--- src/rtl/mult_div_unit.sv ---
// Iterative radix-2 multiply / restoring divide unit with architectural HI/LO registers.
// Define MULT_DIV_SIGNED_OPS_EN to add signed MULT/DIV (op 10/11); otherwise op[1] is ignored.
module mult_div_unit #(
  parameter int WIDTH = 32,
  parameter int CNT_W = $clog2(WIDTH + 1)
) (
  input  logic             clk,
  input  logic             rst,
  input  logic             start,
  input  logic [1:0]       op,
  input  logic [WIDTH-1:0] a,
  input  logic [WIDTH-1:0] b,
  input  logic             flush,
  output logic             busy,
  output logic             done,
  output logic             div_by_zero,
  output logic [WIDTH-1:0] hi,
  output logic [WIDTH-1:0] lo
);

  typedef enum logic [1:0] {S_IDLE, S_RUN, S_DONE} state_t;

  state_t           r_state;
  state_t           w_state_next;
  logic [CNT_W-1:0] r_cnt;
  logic             r_is_div;
  logic             r_divz;
  logic [WIDTH-1:0] r_opnd;
  logic [WIDTH-1:0] r_acc_hi;
  logic [WIDTH-1:0] r_acc_lo;
  logic [WIDTH-1:0] r_hi;
  logic [WIDTH-1:0] r_lo;
  logic [WIDTH-1:0] w_a_mag;
  logic [WIDTH-1:0] w_b_mag;
  logic [WIDTH-1:0] w_iter_hi;
  logic [WIDTH-1:0] w_iter_lo;
  logic [WIDTH-1:0] w_res_hi;
  logic [WIDTH-1:0] w_res_lo;
  logic [WIDTH:0]   w_sum;
  logic [WIDTH:0]   w_shift;
  logic [WIDTH:0]   w_diff;
  logic             w_accept;
  logic             w_commit;

`ifdef MULT_DIV_SIGNED_OPS_EN
  logic               w_signed;
  logic               r_neg_lo;
  logic               r_neg_hi;
  logic [WIDTH-1:0]   r_a_raw;
  logic [2*WIDTH-1:0] w_neg_prod;

  assign w_signed   = op[1];
  assign w_a_mag    = (w_signed && a[WIDTH-1]) ? -a : a;
  assign w_b_mag    = (w_signed && b[WIDTH-1]) ? -b : b;
  assign w_neg_prod = -{r_acc_hi, r_acc_lo};
`else
  logic w_unused_op1;

  assign w_unused_op1 = op[1];
  assign w_a_mag      = a;
  assign w_b_mag      = b;
`endif

  assign w_accept = (r_state == S_IDLE) && start && !flush;
  assign w_commit = (r_state == S_DONE) && !flush;

  always_ff @(posedge clk) begin
    if (rst) r_state <= S_IDLE;
    else     r_state <= w_state_next;
  end

  always_comb begin
    w_state_next = r_state;
    case (r_state)
      S_IDLE:  if (w_accept) w_state_next = S_RUN;
      S_RUN: begin
        if (flush)                    w_state_next = S_IDLE;
        else if (r_cnt == CNT_W'(1))  w_state_next = S_DONE;
      end
      S_DONE:  w_state_next = S_IDLE;
      default: w_state_next = S_IDLE;
    endcase
  end

  // Result is shown combinationally in DONE so a same-cycle flush can still suppress it.
  always_comb begin
    busy        = (r_state != S_IDLE);
    done        = w_commit;
    div_by_zero = w_commit && r_divz;
    hi          = w_commit ? w_res_hi : r_hi;
    lo          = w_commit ? w_res_lo : r_lo;
  end

  // One iteration: acc_hi is the partial product / remainder, acc_lo the multiplier / quotient.
  always_comb begin
    w_sum     = '0;
    w_shift   = '0;
    w_diff    = '0;
    w_iter_hi = r_acc_hi;
    w_iter_lo = r_acc_lo;
    if (r_is_div) begin
      w_shift   = {r_acc_hi, r_acc_lo[WIDTH-1]};
      w_diff    = w_shift - {1'b0, r_opnd};
      w_iter_lo = {r_acc_lo[WIDTH-2:0], ~w_diff[WIDTH]};
      w_iter_hi = w_diff[WIDTH] ? w_shift[WIDTH-1:0] : w_diff[WIDTH-1:0];
    end else begin
      w_sum     = {1'b0, r_acc_hi} + (r_acc_lo[0] ? {1'b0, r_opnd} : '0);
      w_iter_hi = w_sum[WIDTH:1];
      w_iter_lo = {w_sum[0], r_acc_lo[WIDTH-1:1]};
    end
  end

  always_comb begin
    w_res_hi = r_acc_hi;
    w_res_lo = r_acc_lo;
`ifdef MULT_DIV_SIGNED_OPS_EN
    if (!r_is_div && r_neg_lo) begin
      {w_res_hi, w_res_lo} = w_neg_prod;
    end else if (r_is_div) begin
      if (r_neg_lo) w_res_lo = -r_acc_lo;
      if (r_neg_hi) w_res_hi = -r_acc_hi;
    end
`endif
    if (r_divz) begin
      w_res_lo = '1;
`ifdef MULT_DIV_SIGNED_OPS_EN
      w_res_hi = r_a_raw;
`else
      // With a zero divisor every trial subtract succeeds, so the remainder ends up equal to a.
      w_res_hi = r_acc_hi;
`endif
    end
  end

  always_ff @(posedge clk) begin
    if (rst) begin
      r_cnt    <= '0;
      r_is_div <= 1'b0;
      r_divz   <= 1'b0;
      r_opnd   <= '0;
      r_acc_hi <= '0;
      r_acc_lo <= '0;
      r_hi     <= '0;
      r_lo     <= '0;
`ifdef MULT_DIV_SIGNED_OPS_EN
      r_neg_lo <= 1'b0;
      r_neg_hi <= 1'b0;
      r_a_raw  <= '0;
`endif
    end else begin
      if (w_accept) begin
        r_cnt    <= CNT_W'(WIDTH);
        r_is_div <= op[0];
        r_divz   <= op[0] && (b == '0);
        r_opnd   <= w_b_mag;
        r_acc_hi <= '0;
        r_acc_lo <= w_a_mag;
`ifdef MULT_DIV_SIGNED_OPS_EN
        r_neg_lo <= w_signed && (a[WIDTH-1] ^ b[WIDTH-1]);
        r_neg_hi <= w_signed && a[WIDTH-1];
        r_a_raw  <= a;
`endif
      end else if (r_state == S_RUN) begin
        if (flush) begin
          r_cnt <= '0;
        end else begin
          r_cnt    <= r_cnt - CNT_W'(1);
          r_acc_hi <= w_iter_hi;
          r_acc_lo <= w_iter_lo;
        end
      end
      if (w_commit) begin
        r_hi <= w_res_hi;
        r_lo <= w_res_lo;
      end
    end
  end

endmodule
--- config.mk ---
export PLATFORM = sky130hd
export DESIGN_NAME = mult_div_unit
export DESIGN_NICKNAME = d
export VERILOG_FILES = /design/src/rtl/mult_div_unit.sv
export SDC_FILE = /design/constraint.sdc
export NUM_CORES = 1
export LEC_CHECK = 0
export CORE_MARGIN = 2
export CORE_UTILIZATION = 55
export CTS_CLUSTER_SIZE = 20
export DETAILED_ROUTE_END_ITERATION = 8
export DONT_BUFFER_PORTS = 1
export GPL_ROUTABILITY_DRIVEN = 0
export MAX_ROUTING_LAYER = met4
export PLACE_DENSITY = 0.75
export SYNTH_ARGS = -nofsm -noshare
export SYNTH_HDL_FRONTEND = slang
export SYNTH_SLANG_ARGS = --single-unit
export TNS_END_PERCENT = 5
--- constraint.sdc ---
create_clock -name clk -period 2.7 [get_ports clk]
set_input_delay 0.54 -clock clk [delete_from_list [all_inputs] [get_ports clk]]
set_output_delay 0.54 -clock clk [all_outputs]
set_load 0.02 [all_outputs]
Word level (Yosys, flattened, before mapping). Cells that the tools add are included.

Bitwise operators: 2. Div/mod/pow operators: 0. Shift-type cells: 0. Magnitude comparators: 0. Add/sub/neg operators: 3. Reductions and logical operators: 14. Muxes and demuxes: 17. Multipliers: 0. Eq/ne operators: 6.

Operators by type and width (number): 32-bit two-way mux (10); 32-bit by 32-bit adder with 33-bit output (1); 33-bit by 32-bit subtractor with 33-bit output (1); 32-bit logical NOT (1); 6-bit two-way mux (3); 6-bit by 1-bit == test with 1-bit output, second input constant (1); 2-bit two-way mux (3); 2-bit AND reduction (3); 6-bit by 1-bit subtractor with 6-bit output, second input constant (1); 1-bit logical AND (5); 2-bit case mux with 2 select lines (1); 2-bit nonzero test (2); 3-bit != test, second input constant (1); 2-bit by 1-bit == test with 1-bit output, second input constant (1); 2-bit == test, second input constant (1); 2-bit logical NOT (1); 2-bit by 1-bit != test with 1-bit output, second input constant (1); 2-bit != test, second input constant (1); 1-bit NOT (2); 2-bit OR reduction (1); 1-bit logical NOT (1).

Bits in read-only memories: 0. Bits of input ports: 70. Output and inout port bits: 67. Latch bits: 0. Memories kept: 0. Register bits: 170. Bits in writable memories: 0. Logic and storage cells: 52.

Depth between registers and ports, before layout. Gate-level depths: netlist of run 1.

Depth in word-level cells: 6. Gate-level depth with buffers: 14. Gate-level depth less buffers: 12.

Worst setup path before layout of run 1. Ideal clock, no wire load.

Kind: reg2reg. From: register r_acc_lo[0]. To: register r_acc_hi[15]. Arrival: 2877 ps. Library setup time: 130 ps. Slack: -307 ps. Stages on the path, launching flop included: 14. Path through: dfxtp_1 clkbuf_1 and2_1 ha_1 fa_1 a21oi_1 o311a_1 o21ai_0 a2111oi_0 o41ai_1 xnor2_1 nor2_1 a21oi_1 a21oi_1.

Longest elaborated chain between the ends: 3.

RTL lines: start: declaration (RTL line 30) `logic [WIDTH-1:0] r_acc_lo;`; start signal: assignment (RTL line 157) `r_acc_lo <= w_a_mag;`; start signal: assignment (RTL line 169) `r_acc_lo <= w_iter_lo;`; 32-bit two-way mux (RTL line 107) `w_sum = {1'b0, r_acc_hi} + (r_acc_lo[0] ? {1'b0, r_opnd} : '0);`; 32-bit by 32-bit adder with 33-bit output (RTL line 107); 32-bit two-way mux (RTL line 101) `if (r_is_div) begin`; end signal: assignment (RTL line 168) `r_acc_hi <= w_iter_hi;`; end: declaration (RTL line 29) `logic [WIDTH-1:0] r_acc_hi;`.

No other way between the ends. A chain may end at the register's enable or synchronous reset.

Worst setup path in the final report of run 1.
From: register r_acc_lo[0]. To: register r_acc_hi[31].

The elaborated chain is that of the path after synthesis.

==> results_dict.tcl, run 1 <==
set metrics [dict create \
    status "complete, but fails checks" \
    violations "negative setup slack" \
    synth_top_area_share_pct 30.5 \
    cp.depth 15 \
    drive_gt1_share_pct 28.6 \
    reg2reg_depth 15 \
    wirelength_um 37100 \
    cts_hold_buf 0 \
    cp_slowest_cell "dfxtp_4" \
    clkTransAtPathRegs_ns 0.08 \
    numCtsBuffers 17 \
    tritoncts "yes" \
    cp.required_ns 3.08 \
    grt_pass1_vias 11482 \
    antenna_found_initial 0 \
    h-tree-depth 4 \
    sw_frac_of_total_pct 32.3 \
    setup_viol 33 \
    via_per_inst 6.22 \
    ant_nets 0 \
    r2r_start "r_acc_lo[0]" \
    coreArea_mm2 0.0201 \
    yosys.area.top_type "dfxtp_1" \
    die_x_um 146 \
    yosys_register_bits 170 \
    r2r_end "r_acc_hi[31]" \
    clock_power_share_pct 36.5 \
    cts-root-buf "clkbuf_16" \
    synth_area_leaders "dfxtp_1 30%, ha_1 7.4%, a21oi_1 6.9%" \
    grt_pass1_wl_um 57800 \
    worst_ep_arrival_time_ns 3.41 \
    num_rows 52 \
    dieArea_mm2 0.0215 \
    nFillCells 1340 \
    drv_cap 0 \
    switchingPower_uw 2250 \
    critical_path.top_delay_family "compound AO/OA/AOI/OAI gates" \
    initialDrtViolationCount 1120 \
    crit_buf_inv 4 \
    end_kind "flip-flop" \
    yosysWarnings 0 \
    fin_nets 1765 \
    synth_cell_types 78 \
    crit_chain "buf_6 > buf_12 > buf_4 > and2_1 > ha_1 > and2_1 > nor2_1 > o21ai_1 > a311oi_2 > buf_4 > o2111ai_1 > nor2_1 > o22ai_1 > nand4_1 > nor2_1" \
    grt_overflow 0 \
    slew_violations 0 \
    rsz0062_at_grt "yes" \
    instances_no_fill 1910 \
    clock_skew_ns 0.0125 \
    synth_area_per_cell_um2 7.81 \
    async_reset_ff_share_pct 0 \
    r2r_setup_slack_ns -0.34 \
    synth-seq-area-share_pct 30.5 \
    start_kind "flip-flop" \
    post-route-period-util_pct 112 \
    syn-cell-area_mm2 0.0112 \
    tightest_slew_ns 0.914 \
    max_freq_ghz 0.329 \
    cts_buffer_depth 2 \
    cp_slowest_stage_delay_ns 0.37 \
    clk_latency_ns 0.44 \
    dp.cells 1856 \
    synthToLayoutAreaGrowth_pct 31.0 \
    ios 137 \
    track_usage_pct 34.3 \
    hp-class "in -> reg" \
    grt_max_degree 135 \
    setup_ws_ns -0.337 \
    pre_cts_ws_ns -0.487 \
    power_uw 6960 \
    crit_top_cell "nor2_1" \
    synth_flop_cell "dfxtp_1" \
    io_buffers 0 \
    intPower_uw 4710 \
    drc 0 \
    path_class "reg -> reg" \
    hpwlAfterDp_um 24800 \
    initial_core_util_pct 55.5 \
    vias 11887 \
    peakVddDrop_mv 0.492 \
    syn-num-nets 1568 \
    powerDensity_mw_per_mm2 476 \
    worstPathMaxFanout 12 \
    hold_viol 0 \
    slew_headroom_pct 38.9 \
    chipHeight_um 146 \
    startpoint "r_acc_lo[0]" \
    wl_per_cell_um 19.4 \
    diodes 0 \
    drt-pass1-iter-count 6 \
    critPathCapture "r_acc_hi[31]" \
    layout_min_cycle_time_ns 3.04 \
    min_path_cells 1 \
    holdWs_ns 0.162 \
    synth-edff-count 0 \
    p_seq_share_pct 37.9 \
    p_leak_uw 0.00621 \
    numClockSinks 170 \
    p_comb_share_pct 25.6 \
    netlist_instances 1430 \
]
placed cells by master, fill, tap and decap left out, types with 18 or more instances in the layout:
master       n
inv_1       43
nor2b_1     68
ha_4        22
buf_4      255
xnor2_1     31
dfxtp_1    160
o21ai_0     57
a221oi_1    32
clkbuf_16   18
ha_1        43
mux2_2      34
nand2_1    126
mux2i_1     38
a21o_1      29
a21oi_1    137
nand3_1     22
nor2_1     193
and2_1      32
Yosys cell counts (25+ instances only):
master    instances
a221oi_1         36
a21oi_1         155
ha_1             66
mux2_2           35
and2_1           38
nand3_1          25
o21ai_0          64
nand2_1         127
clkbuf_1         79
nor2_1          196
xnor2_1          34
nor2b_1          70
mux2i_1          40
inv_1            46
dfxtp_1         170
a21o_1           29
cell families (layout without fill, tap and decap cells):
logic type,after synthesis,count (layout),share of synthesized area (%)
AOI/OAI and AO/OA,384,384,22.1
xor gates and xnor gates,53,53,4.29
adders and majority gates,68,68,7.76
buffers and inverters,140,350,4.97
DFF,170,170,30.5
muxes,85,85,8.16
and+or+nand+nor,530,530,22.3
repair_timing:
action                                  4_1_cts  5_1_grt
cloned                                        2        0
hold endpoints to repair                      0        0
gates resized for setup                      76       48
setup buffers                                21        2
endpoints found under the setup margin       33       53
pin swaps                                    64       24
sequential cells by signal, indices dropped and copies added (netlist names):
| register | cells |
|---|---|
| r_is_div | 1 |
| r_lo | 32 |
| r_state | 2 |
| r_divz | 1 |
| r_acc_lo | 32 |
| r_acc_hi | 32 |
| r_hi | 32 |
| r_opnd | 32 |
| r_cnt | 6 |
stage by stage:
stage          utilization [%]  TNS, ns  cell area, um2
3_5_place_dp              65.5    -9.62           13200
5_1_grt                   72.7   -10.71           14600
3_3_place_gp              65.5    -8.20           13200
2_1_floorplan                -    -2.19           11300
6_report                  72.7    -7.22           14600
4_1_cts                   71.4    -5.34           14400
per-layer routing:
layer	vias up	share of wire (%)	wire length [um]	track usage, %
met5	-	0	0	-
met4	0	5.8	2140	19.1
met3	173	9.8	3620	7.50
met2	657	46	17200	54.4
met1	5609	38	14200	40.4
li1	5448	-	-	-
power groups by stage:
| stage | clock [uW] | combinational [uW] | sequential [uW] |
|---|---|---|---|
| 5_1_grt | 2650 | 1890 | 2640 |
| 4_1_cts | 2550 | 1650 | 2630 |
| 3_5_place_dp | 0 | 1470 | 2690 |
| 3_3_place_gp | 0 | 1440 | 2690 |
| 2_1_floorplan | 0 | 951 | 2670 |
| 6_report | 2540 | 1780 | 2640 |
cell type report:
class | count | area, um2 | area share (%)
Timing Repair Buffer | 272 | 2170 | 14.8
Clock inverter | 15 | 196 | 1.34
Clock buffer | 17 | 425 | 2.91
Sequential cell | 170 | 3420 | 23.4
Inverter | 46 | 173 | 1.18
Tap cell | 270 | 338 | 2.31
Multi-Input combinational cell | 1120 | 7900 | 54.0
worst min path at each step:
| stage | start | to | slack [ns] |
|---|---|---|---|
| 5_1_grt | rst | r_lo[31] | 0.16 |
| 3_3_place_gp | r_cnt[5] | r_cnt[5] | 0.45 |
| 3_5_place_dp | r_opnd[7] | r_opnd[7] | 0.46 |
| 6_report | rst | r_lo[3] | 0.16 |
| 4_1_cts | rst | r_acc_lo[0] | 0.16 |
| 2_1_floorplan | r_opnd[10] | r_opnd[10] | 0.44 |
Note: power is estimated with default switching activity, not from simulation.
==> run 2: changes to the inputs <==
Settings changed: ABC_AREA set to 1, GPL_TIMING_DRIVEN set to 0.
==> run 2 against run 1 <==
Effect of this change: the run ends with design-rule violations, negative setup slack left; maximum frequency up 12%; global-route usage grew 2.4 points; combinational power decreased by 9%; non-clock buffer count is 181 lower; wire length grew 18%; clock-buffer cell count is 1 higher; largest cell class unchanged; setup slack better by 0.33 ns; die area up 14%; sequential share of layout area is 1.1 points higher; flip-flop and latch count stayed put.
==> results_dict.tcl, run 2 <==
set metrics [dict create \
    via_per_inst 5.75 \
    hp-class "in -> reg" \
    yosys.area.top_type "dfxtp_1" \
    syn-cell-area_mm2 0.0128 \
    synthToLayoutAreaGrowth_pct 8.94 \
    synth_area_per_cell_um2 5.98 \
    fin_util_pct 61.4 \
    cts-root-buf "clkbuf_16" \
    synth-seq-area-share_pct 26.6 \
    synth-edff-count 0 \
    track_usage_pct 36.6 \
    drv_cap 0 \
    coreArea_mm2 0.0227 \
    yosys_register_bits 170 \
    clock_power_share_pct 37.8 \
    yosysWarnings 0 \
    setup_viol 2 \
    initial_core_util_pct 56.3 \
    worstPathMaxFanout 10 \
    end_kind "output port" \
    synth_top_area_share_pct 26.6 \
    peakVddDrop_mv 0.472 \
    clk_latency_ns 0.45 \
    async_reset_ff_share_pct 0 \
    fin_nets 2300 \
    wirelength_um 44000 \
    mostFrequentLayoutCell "nand2_1" \
    diodes 0 \
    synth_cell_types 42 \
    violations "design-rule violations, negative setup slack" \
    tritoncts "yes" \
    p_leak_uw 0.00703 \
    hpwlAfterDp_um 34500 \
    grt_overflow 0 \
    sw_frac_of_total_pct 35.5 \
    netlist_instances 2139 \
    io_buffers 0 \
    clkTransAtPathRegs_ns 0.08 \
    pre_cts_ws_ns -0.711 \
    final_cell_mix "612 x nand2_1, 370 x inv_1, 191 x a21oi_1" \
    power_uw 6890 \
    p_comb_share_pct 23.5 \
    drive_gt1_share_pct 6.34 \
    syn-num-nets 2277 \
    vias 14153 \
    chipHeight_um 156 \
    wl_per_cell_um 17.9 \
    num_rows 55 \
    initialDrtViolationCount 1468 \
    grt_pass1_vias 13077 \
    status "complete, but fails checks" \
    cp.required_ns 2.16 \
    reg2reg_depth 18 \
    ant_nets 0 \
    p_seq_share_pct 38.6 \
    fin_area_mm2 0.0139 \
    path_class "reg -> out" \
    worst_ep_arrival_time_ns 2.16 \
    start_kind "flip-flop" \
    h-tree-depth 4 \
    cts_buffer_depth 2 \
    slew_violations 0 \
    intPower_uw 4440 \
    ios 137 \
    max_freq_ghz 0.370 \
    synth_flop_cell "dfxtp_1" \
    dieArea_mm2 0.0245 \
    cts_hold_buf 0 \
    clock_skew_ns 0.0195 \
    slew_headroom_pct 41.9 \
    setup_ws_ns -0.00446 \
    synth_most_common_cell "nand2_1" \
    placed_cell_area_mm2 0.0131 \
    synth_common_cells "616 x nand2_1, 371 x inv_1, 201 x a21oi_1, 170 x dfxtp_1, 143 x nor2_1" \
    fin_tns_setup_ns -0.00512 \
    post-route-period-util_pct 100 \
    layout_min_cycle_time_ns 2.70 \
    tightest_slew_ns 0.872 \
    rsz0062_at_grt "yes" \
    powerDensity_mw_per_mm2 494 \
    synth_area_leaders "dfxtp_1 27%, nand2_1 18%, inv_1 11%" \
    antenna_found_initial 0 \
    numCtsBuffers 17 \
    switchingPower_uw 2450 \
    min_path_cells 2 \
    grt_max_degree 19 \
    numClockSinks 170 \
    hold_viol 0 \
    grt_pass1_wl_um 68200 \
    drt-pass1-iter-count 9 \
    die_x_um 156 \
    drc 1 \
]
run 2: critical path, cell delays in order (launching register included):
cell	delay [ns]
dfxtp_1	0.32
inv_1	0.11
nor3_4	0.06
clkbuf_8	0.18
clkbuf_2	0.23
clkbuf_4	0.26
a21oi_1	0.55
run 2: worst paths after layout:
check | from | end | slack (ns)
worst max-delay path | r_state[1] | hi[18] | -0.004
worst min-delay path | b[0] | r_opnd[0] | 0.25
worst max register to register | r_acc_lo[31] | r_acc_hi[30] | 0.06
worst min register to register | r_lo[11] | r_lo[11] | 0.47
run 2: area by class of cell:
type                    count  area [um2]
fillers                  2191        8780
multi-input cells        1506        7700
flip-flops and latches    170        3410
inverters                 376        1410
clock buffers              18         439
plain buffers              86         407
well taps                 285         357
clock inverters            14         178
repair buffers              5        37.5
run 2: power groups by stage:
stage | sequential, uW | clock [uW] | combinational [uW]
5_1_grt | 2670 | 2710 | 1790
3_5_place_dp | 2710 | 0 | 1530
2_1_floorplan | 2680 | 0 | 1140
4_1_cts | 2660 | 2610 | 1550
6_report | 2660 | 2610 | 1620
3_3_place_gp | 2710 | 0 | 1510
run 2: metal layers:
layer	vias up	routed length, um	track usage [%]
met3	106	4940	8.50
met4	0	1480	12.6
met2	715	20000	57.4
met1	6446	17600	46.5
li1	6886	-	-
met5	-	0	-
run 2: logic make-up (layout without fill, tap and decap cells):
logic type | Yosys count | after routing | synth area share (%)
AO/OA/AOI/OAI | 444 | 444 | 19.6
AND/OR/NAND/NOR | 978 | 978 | 32.0
XOR/XNOR | 16 | 16 | 1.10
buffers and inverters | 463 | 499 | 13.9
adder cells (fa/ha/maj) | 68 | 68 | 6.77
flip-flops | 170 | 170 | 26.6
run 2: repair_timing:
action,in CTS,in global routing
pin swaps,1,1
resized for setup,24,32
endpoints found under the setup margin,95,56
setup buffers,0,5
run 2: through the flow:
stage                     hold WS, ns  std cells
after floorplan                 0.445       2139
final                           0.250       2460
after detailed placement        0.459       2424
after global placement          0.451       2424
after CTS                       0.233       2455
after global routing            0.259       2460
==> run 3: changes to the inputs <==
Settings changed: CTS_BUF_LIST set to sky130_fd_sc_hd__clkbuf_16.
==> run 3 against run 2 <==
Effect of this change: the run ends with negative setup slack left; clock-buffer cell count fell by 1; critical path type unchanged; utilization barely moved; clock power barely moved; sequential share of layout area barely moved; critical path depth did not move; via count fell by 0.13%; highest routed layer unchanged; register-to-register slack barely moved; first-iteration DRC count fell by 3.4%; cell area barely moved.
==> results_dict.tcl, run 3 (synthesized netlist as in run 2, its figures left out) <==
set metrics [dict create \
    hold_end "r_opnd[26]" \
    path_class "reg -> out" \
    max_freq_ghz 0.370 \
    drive_gt1_share_pct 6.34 \
    h-tree-depth 4 \
    vias 14135 \
    tightest_slew_ns 0.862 \
    r2r_start "r_acc_lo[0]" \
    powerDensity_mw_per_mm2 493 \
    numCtsBuffers 17 \
    end_kind "output port" \
    via_per_inst 5.75 \
    antenna_found_initial 0 \
    initial_core_util_pct 56.3 \
    holdWs_ns 0.254 \
    tritoncts "yes" \
    drc 0 \
    cp.required_ns 2.16 \
    initialDrtViolationCount 1418 \
    coreArea_mm2 0.0227 \
    r2r_setup_slack_ns 0.05 \
    clkTransAtPathRegs_ns 0.08 \
    mostFrequentLayoutCell "nand2_1" \
    cts-root-buf "clkbuf_16" \
    pre_cts_ws_ns -0.711 \
    instances_no_fill 2460 \
    hpwlAfterDp_um 34500 \
    layout_min_cycle_time_ns 2.70 \
    min_path_cells 2 \
    fin_tns_setup_ns -0.00369 \
    p_leak_uw 0.00702 \
    numClockSinks 170 \
    diodes 0 \
    grt_pass1_vias 13082 \
    hp-class "in -> reg" \
    power_uw 6860 \
    chipHeight_um 156 \
    num_rows 55 \
    reg2reg_depth 16 \
    clock_skew_ns 0.0195 \
    worstPathMaxFanout 10 \
    grt_max_degree 19 \
    setup_viol 1 \
    io_buffers 0 \
    r2r_end "r_acc_hi[30]" \
    worst_ep_arrival_time_ns 2.16 \
    grt_pass1_wl_um 68200 \
    hold_viol 0 \
    peakVddDrop_mv 0.473 \
    slew_violations 0 \
    wirelength_um 43900 \
    grt_overflow 0 \
    clk_latency_ns 0.45 \
    final_cell_mix "611 x nand2_1, 370 x inv_1, 191 x a21oi_1" \
    track_usage_pct 36.6 \
    status "complete, but fails checks" \
    synthToLayoutAreaGrowth_pct 8.86 \
    violations "negative setup slack" \
    dp.cells 2424 \
    rsz0062_at_grt "yes" \
    fin_nets 2300 \
    drv_cap 0 \
    hold_start "b[26]" \
    setup_ws_ns -0.00369 \
    slew_headroom_pct 42.6 \
    cts_buffer_depth 2 \
    dieArea_mm2 0.0245 \
    start_kind "flip-flop" \
    ant_nets 0 \
    post-route-period-util_pct 100 \
    wl_per_cell_um 17.9 \
    drt-pass1-iter-count 6 \
    die_x_um 156 \
    ios 137 \
]
[run 3: what timing repair did]
| item | 4_1_cts | 5_1_grt |
|---|---|---|
| resized for setup | 24 | 32 |
| pin swaps | 1 | 1 |
| hold buffers | 0 | 0 |
| setup buffers | 0 | 5 |
| endpoints found under the setup margin | 95 | 56 |
[run 3: layer usage]
metal,GRT usage (%),routed length (um)
met4,12.6,1420
met3,8.56,4810
met1,46.5,17800
met2,57.4,19900
met5,-,0
[run 3: final cells by class]
type | count | area (um2)
plain buffers | 86 | 404
clock buffers | 17 | 425
clock inverters | 15 | 181
fillers | 2191 | 8790
inverters | 376 | 1410
multi-input cells | 1506 | 7700
flip-flops and latches | 170 | 3410
well taps | 285 | 357
repair buffers | 5 | 37.5
[run 3: power breakdown]
| part | internal [uW] | total [uW] | switching [uW] |
|---|---|---|---|
| Clock | 1330 | 2580 | 1250 |
| Sequential | 2580 | 2660 | 78.2 |
| Combinational | 500 | 1620 | 1120 |
| Total | 4420 | 6860 | 2450 |
[run 3: worst max path at each step]
| stage | from | end | slack (ns) | cells after the start |
|---|---|---|---|---|
| floorplan | r_acc_lo[0] | r_acc_hi[31] | 0.32 | 18 |
| global placement | flush | hi[10] | -0.69 | 5 |
| detailed placement | flush | hi[10] | -0.71 | 5 |
| CTS | r_acc_lo[0] | r_acc_hi[29] | -0.01 | 18 |
| global route | r_state[1] | lo[29] | -0.05 | 7 |
| finish | r_state[1] | hi[13] | -0.004 | 6 |
[run 3: per-stage QoR]
stage	area, um2	utilization, %
floorplan	12800	-
global placement	13100	57.9
detailed placement	13100	57.9
CTS	13800	60.8
global route	13900	61.3
finish	13900	61.3
[run 3: critical path, stage by stage (launching register included)]
cell and delay, ns:
dfxtp_1 0.32, inv_1 0.10, nor3_4 0.06, clkbuf_8 0.18
clkbuf_2 0.23, clkbuf_4 0.26, a21oi_1 0.55
